**src/rtl/ptmch_trg_gen.sv**
```systemverilog
// Pattern-matcher trigger stage: MATCH strobe -> delayed, sized TRG_PLS
// with re-arm holdoff, plus saturating trigger/miss counters.
module ptmch_trg_gen #(
    parameter int DLY_W = 16,
    parameter int WID_W = 16,
    parameter int CNT_W = 16
) (
    input  logic             CLK75M,
    input  logic             RESET,
    input  logic             ENABLE,
    input  logic             MATCH,
    input  logic [DLY_W-1:0] DELAY_CFG,
    input  logic [WID_W-1:0] WIDTH_CFG,
    input  logic [DLY_W-1:0] HOLD_CFG,
    input  logic             CLR_CNT,
    output logic             TRG_PLS,
    output logic             BUSY,
    output logic [CNT_W-1:0] TRG_CNT,
    output logic [CNT_W-1:0] MISS_CNT
);

    typedef enum logic [1:0] {
        IDLE,
        DELAY,
        PULSE,
        HOLDOFF
    } state_t;

    state_t           state;
    logic [DLY_W-1:0] cnt;
    logic [DLY_W-1:0] wid_m1;
    logic [DLY_W-1:0] hold_q;
    logic [DLY_W-1:0] wid_m1_in;
    logic             cnt_zero;
    logic             accept;
    logic             rise;
    logic             miss;

    // A zero width behaves as one cycle, so its terminal count is also zero
    assign wid_m1_in = (WIDTH_CFG == '0) ? '0
                     : DLY_W'(WIDTH_CFG) - DLY_W'(1);
    assign cnt_zero  = (cnt == '0);
    assign accept    = ENABLE && MATCH && (state == IDLE);
    assign rise      = ENABLE && ((accept && (DELAY_CFG == '0)) ||
                                  ((state == DELAY) && cnt_zero));
    assign miss      = ENABLE && MATCH && (state != IDLE);

    always_ff @(posedge CLK75M or posedge RESET) begin
        if (RESET) begin
            state   <= IDLE;
            cnt     <= '0;
            wid_m1  <= '0;
            hold_q  <= '0;
            TRG_PLS <= 1'b0;
            BUSY    <= 1'b0;
        end else if (!ENABLE) begin
            state   <= IDLE;
            cnt     <= '0;
            TRG_PLS <= 1'b0;
            BUSY    <= 1'b0;
        end else begin
            unique case (state)
                IDLE: begin
                    if (MATCH) begin
                        wid_m1 <= wid_m1_in;
                        hold_q <= HOLD_CFG;
                        BUSY   <= 1'b1;
                        if (DELAY_CFG == '0) begin
                            state   <= PULSE;
                            TRG_PLS <= 1'b1;
                            cnt     <= wid_m1_in;
                        end else begin
                            state <= DELAY;
                            cnt   <= DELAY_CFG - DLY_W'(1);
                        end
                    end
                end
                DELAY: begin
                    if (cnt_zero) begin
                        state   <= PULSE;
                        TRG_PLS <= 1'b1;
                        cnt     <= wid_m1;
                    end else begin
                        cnt <= cnt - DLY_W'(1);
                    end
                end
                PULSE: begin
                    if (cnt_zero) begin
                        TRG_PLS <= 1'b0;
                        if (hold_q == '0) begin
                            state <= IDLE;
                            BUSY  <= 1'b0;
                        end else begin
                            state <= HOLDOFF;
                            cnt   <= hold_q - DLY_W'(1);
                        end
                    end else begin
                        cnt <= cnt - DLY_W'(1);
                    end
                end
                HOLDOFF: begin
                    if (cnt_zero) begin
                        state <= IDLE;
                        BUSY  <= 1'b0;
                    end else begin
                        cnt <= cnt - DLY_W'(1);
                    end
                end
                default: begin
                    state   <= IDLE;
                    TRG_PLS <= 1'b0;
                    BUSY    <= 1'b0;
                end
            endcase
        end
    end

    always_ff @(posedge CLK75M or posedge RESET) begin
        if (RESET) begin
            TRG_CNT  <= '0;
            MISS_CNT <= '0;
        end else if (CLR_CNT) begin
            TRG_CNT  <= '0;
            MISS_CNT <= '0;
        end else begin
            if (rise && (TRG_CNT != '1))
                TRG_CNT <= TRG_CNT + CNT_W'(1);
            if (miss && (MISS_CNT != '1))
                MISS_CNT <= MISS_CNT + CNT_W'(1);
        end
    end

endmodule

```
**config.mk**
```make
export PLATFORM = sky130hd
export DESIGN_NAME = ptmch_trg_gen
export DESIGN_NICKNAME = d
export VERILOG_FILES = /design/src/rtl/ptmch_trg_gen.sv
export SDC_FILE = /design/constraint.sdc
export NUM_CORES = 1
export LEC_CHECK = 0
export CAP_MARGIN = 30
export CORE_ASPECT_RATIO = 0.9
export CORE_MARGIN = 2
export CORE_UTILIZATION = 39
export CTS_CLUSTER_SIZE = 20
export DETAILED_ROUTE_END_ITERATION = 12
export PLACE_DENSITY = 0.63
export SYNTH_ARGS = -nofsm -noshare
export SYNTH_HDL_FRONTEND = slang
export SYNTH_SLANG_ARGS = --single-unit
```
**constraint.sdc**
```tcl
create_clock -name CLK75M -period 4.1 [get_ports CLK75M]
set_input_delay 1.23 -clock CLK75M [delete_from_list [all_inputs] [get_ports CLK75M]]
set_output_delay 1.23 -clock CLK75M [all_outputs]
set_load 0.03 [all_outputs]
```
==> results of run 1 <==
[path summary, 6_finish.rpt]
path / to / slack (ns) / startpoint
min reg2reg: wid_m1[11] / 0.48 / wid_m1[11]
max in group asynchronous: MISS_CNT[10] / 2.08 / RESET
max: TRG_CNT[4] / 0.40 / DELAY_CFG[0]
min in group asynchronous: hold_q[3] / 1.32 / RESET
min: wid_m1[11] / 0.48 / wid_m1[11]
max reg2reg: cnt[9] / 0.82 / cnt[0]
[cell usage after synthesis (4+ instances only)]
cell type,instances,area (um^2)
inv_1,19,71.3
and3_1,8,50.1
o31a_1,4,35.0
nand3_1,16,80.1
nor4_1,9,56.3
o41ai_1,4,35.0
a21oi_1,28,140
nor3b_1,4,30.0
clkbuf_1,15,56.3
o211ai_1,4,30.0
nor3_1,29,145
buf_2,5,25.0
ha_1,11,138
a211o_1,5,43.8
xor2_1,37,324
nand2_1,71,267
o22ai_1,8,50.1
or2_2,4,25.0
nand4_1,12,75.1
buf_6,4,45.0
nor2_1,76,285
or3_1,12,75.1
or4_1,8,60.1
dfrtp_1,84,2100
mux2_2,16,180
and2_1,4,25.0
a31oi_1,9,56.3
nand2b_1,4,25.0
o21ai_0,50,250
xnor2_1,31,272
o31ai_1,5,37.5
[routing by layer]
layer  track usage  up-vias  wire length [um]
li1              -     2485                 -
met1         0.315     2538              7470
met2         0.329      162              7210
met3        0.0429       25              1090
met4        0.0672        0               316
met5             0        -                 0
[cells in the final DEF (no fill, tap or decap), drive strengths merged, types with 3 or more instances in the layout]
cell,instances
xor2,37
clkbuf,12
o31a,4
nand3,17
o211ai,7
a31oi,9
nand4,12
nor2,78
or3,13
o31ai,6
ha,11
nor3b,4
nor4,10
o21ai,54
nor3,30
buf,13
mux2,16
a211o,5
xnor2,31
o41ai,4
clkdlybuf4s50,86
and2,4
nor2b,3
or4,9
mux2i,3
clkinv,3
nand2b,4
a21oi,28
inv,18
nand2,72
o22ai,8
or2,5
o21a,3
dfrtp,84
and3,8
[flip-flops by register name, indices dropped and copies added, names as in the netlist]
signal    count
hold_q       16
BUSY          1
wid_m1       16
TRG_CNT      16
MISS_CNT     16
state         2
cnt          16
TRG_PLS       1
[tightest hold or removal path, stage by stage, from the launching register on]
cell,delay (ns)
dfrtp_1,0.34
nand2_1,0.05
o21ai_0,0.06
[power by group through the flow]
stage | logic [mW] | registers, mW | clock network, mW
final | 1.38 | 1.33 | 0.887
after global routing | 1.51 | 1.37 | 0.939
after CTS | 1.36 | 1.33 | 0.905
after detailed placement | 1.35 | 1.34 | 0
after global placement | 1.33 | 1.33 | 0
after floorplan | 0.991 | 1.29 | 0
[through the flow]
stage | instance area [um^2] | std cells | hold slack [ns] | setup WS, ns | total power [mW]
floorplan | 5570 | 646 | 0.442 | 0.705 | 2.28
global placement | 6640 | 912 | 0.469 | 0.198 | 2.66
detailed placement | 6640 | 912 | 0.467 | 0.139 | 2.70
CTS | 6960 | 928 | 0.481 | 0.476 | 3.59
global route | 6960 | 928 | 0.524 | 0.228 | 3.82
finish | 6960 | 928 | 0.481 | 0.400 | 3.60
[logic make-up (layout without fill, tap and decap cells)]
family                     count (synthesis)  in the layout  synth area share
AOI/OAI and AO/OA                        142            142             0.166
xor gates and xnor gates                  68             68             0.107
adders and majority gates                 11             11            0.0247
buffers and inverters                     46            135            0.0382
DFF                                       84             84             0.378
muxes                                     19             19            0.0378
and+or+nand+nor                          276            276             0.249
[layout make-up]
class	instances	area (um^2)	area share
clock buffers	12	246	0.0354
clock inverters	4	72.6	0.0104
inverters	20	76.3	0.0110
multi-input cells	516	3250	0.467
flip-flops and latches	84	2100	0.302
well taps	193	241	0.0347
repair buffers	99	971	0.139
==> metrics.md, run 1 <==
| Metric | Value |
|---|---|
| Worst EP arrival | 3.92 ns |
| Ratio of total power to cell area | 517 nW/um^2 |
| Fin Clk Skew | 0.00758 ns |
| Fraction of power consumed by the clock network | 0.247 |
| Required time at the endpoint of the critical path | 4.32 ns |
| Full die area | 15200 um^2 |
| Detailed-route via count | 5210 |
| Remaining routing DRC violations | 0 |
| Critical Path Start Type | primary input |
| Count of flip-flops with a built-in enable after synthesis | 0 |
| Mapped Cells | 646 |
| Width of the die | 130 um |
| GRT overflow | 0 |
| Die height | 117 um |
| Post-DR vias/cell | 5.61 |
| Later-pin clock latency in the skew report | 0.34 ns |
| Syn nets | 710 |
| Worst Setup Path Type | primary input to flip-flop |
| Crit path largest cell delay | 0.49 ns |
| Distinct cell type count after synthesis | 69 |
| Pin count of the biggest net entering global routing | 47 |
| H-tree levels | 3 |
| Asr flop ratio synth | 1.00 |
| Cell count of the worst reg-to-reg path | 8 |
| P_int | 2.19 mW |
| Number of port buffers | 86 |
| Critical path, cell by cell | clkdlybuf4s50_1, inv_1, ha_1, or4b_1, nand4b_1, nor3_1, buf_4, o211a_1, nand4_1, xor2_1, nor2_1 |
| Core box area | 14000 um^2 |
| Fill count | 1290 |
| Type of the most critical hold path | flip-flop to flip-flop |
| Global-route wire length before repair | 26200 um |
| Area of the mapped netlist | 5570 um^2 |
| Clock-pin slew of the registers on the worst-case setup and hold paths | 0.06 ns |
| Remaining number of nets flagged by the antenna check after routing | 0 |
| Max-cap violation count | 0 |
| Iter 0 DRT Violations | 400 |
| Max-slew violation count | 0 |
| Combinational power share | 0.383 |
| Leading register cell type out of synthesis | dfrtp_1 |
| Routability congestion estimate from global placement | 0.990 |
| Share of power burned in registers | 0.371 |
| Share of cells above drive strength 1 | 0.0857 |
| Antenna diode instance count | 0 |
| Antenna violations before repair | 0 |
| Num Clock Sinks | 84 |
| Tot GR Track Use | 0.218 |
| # nets final | 794 |
| Slew @ Worst Pin | 0.781 ns |
| Root Driver | clkbuf_16 |
| Total setup buffers inserted after CTS | 0 |
| Starting density of the core | 0.397 |
| Leakage power figure | 2.73 nW |
| Fmax | 270 MHz |
| Setup repair after global routing missed its margin | no |
| Final setup violation count | 0 |
| Portion of the clock cycle consumed by the worst path in the final layout | 0.902 |
| Final routed wirelength across all metal layers | 16100 um |
| Cts hold-fix bufs | 0 |
| Psw | 1.40 mW |
| Depth of the critical timing path with buffers and inverters included | 11 |
| Slowest cell on the critical path | or4b_1 |
| Switching share of total power | 0.390 |
| Top cell family by delay on the critical path | simple AND/OR/NAND/NOR gates |
| Rows | 41 |
| Clock tree from TritonCTS | built |
| Kind of capture point of the worst setup path | flip-flop |
| Number of hold-slack violations in the final timing report | 0 |
| Number of cells traversed by the worst hold path | 2 |
| Post-CTS resize count | 0 |
| Share of the yosys chip area belonging to registers | 0.378 |
| WL/cell | 17.3 um |
| Number of buffer and inverter stages on the critical path | 3 |
| Per-instance average area after synthesis | 8.62 um^2 |
| Number of top-level design ports | 87 |
| Slew Limit Headroom | 0.478 |
| Layout overhead on the synthesized area | 25.1% |
| Number of synthesis warnings | 0 |
| Worst ir drop on vdd | 320 uV |
| Maximum fanout along the worst path | 8 |
| Number of buffers created by CTS | 9 |
| Half-perimeter wire length after placement | 12200 um |
| Setup tns final | 0 ns |
| Number of detailed-route iterations in the first pass | 5 |
| Synthesized flop and latch total | 84 |
| Minimum clock period | 3.70 ns |
| Max Root-Sink Buffers | 2 |
| Via count of the first global-routing pass | 5021 |
| Final core occ | 0.497 |
| Status | complete, no violations |
(Power assumes the default switching activity.)
==> run 2: changes to the inputs <==
Settings changed: CTS_CLUSTER_SIZE 20 to 10.
==> results of run 2 <==
Final layout, timing and power as in run 1 (identical DEF).
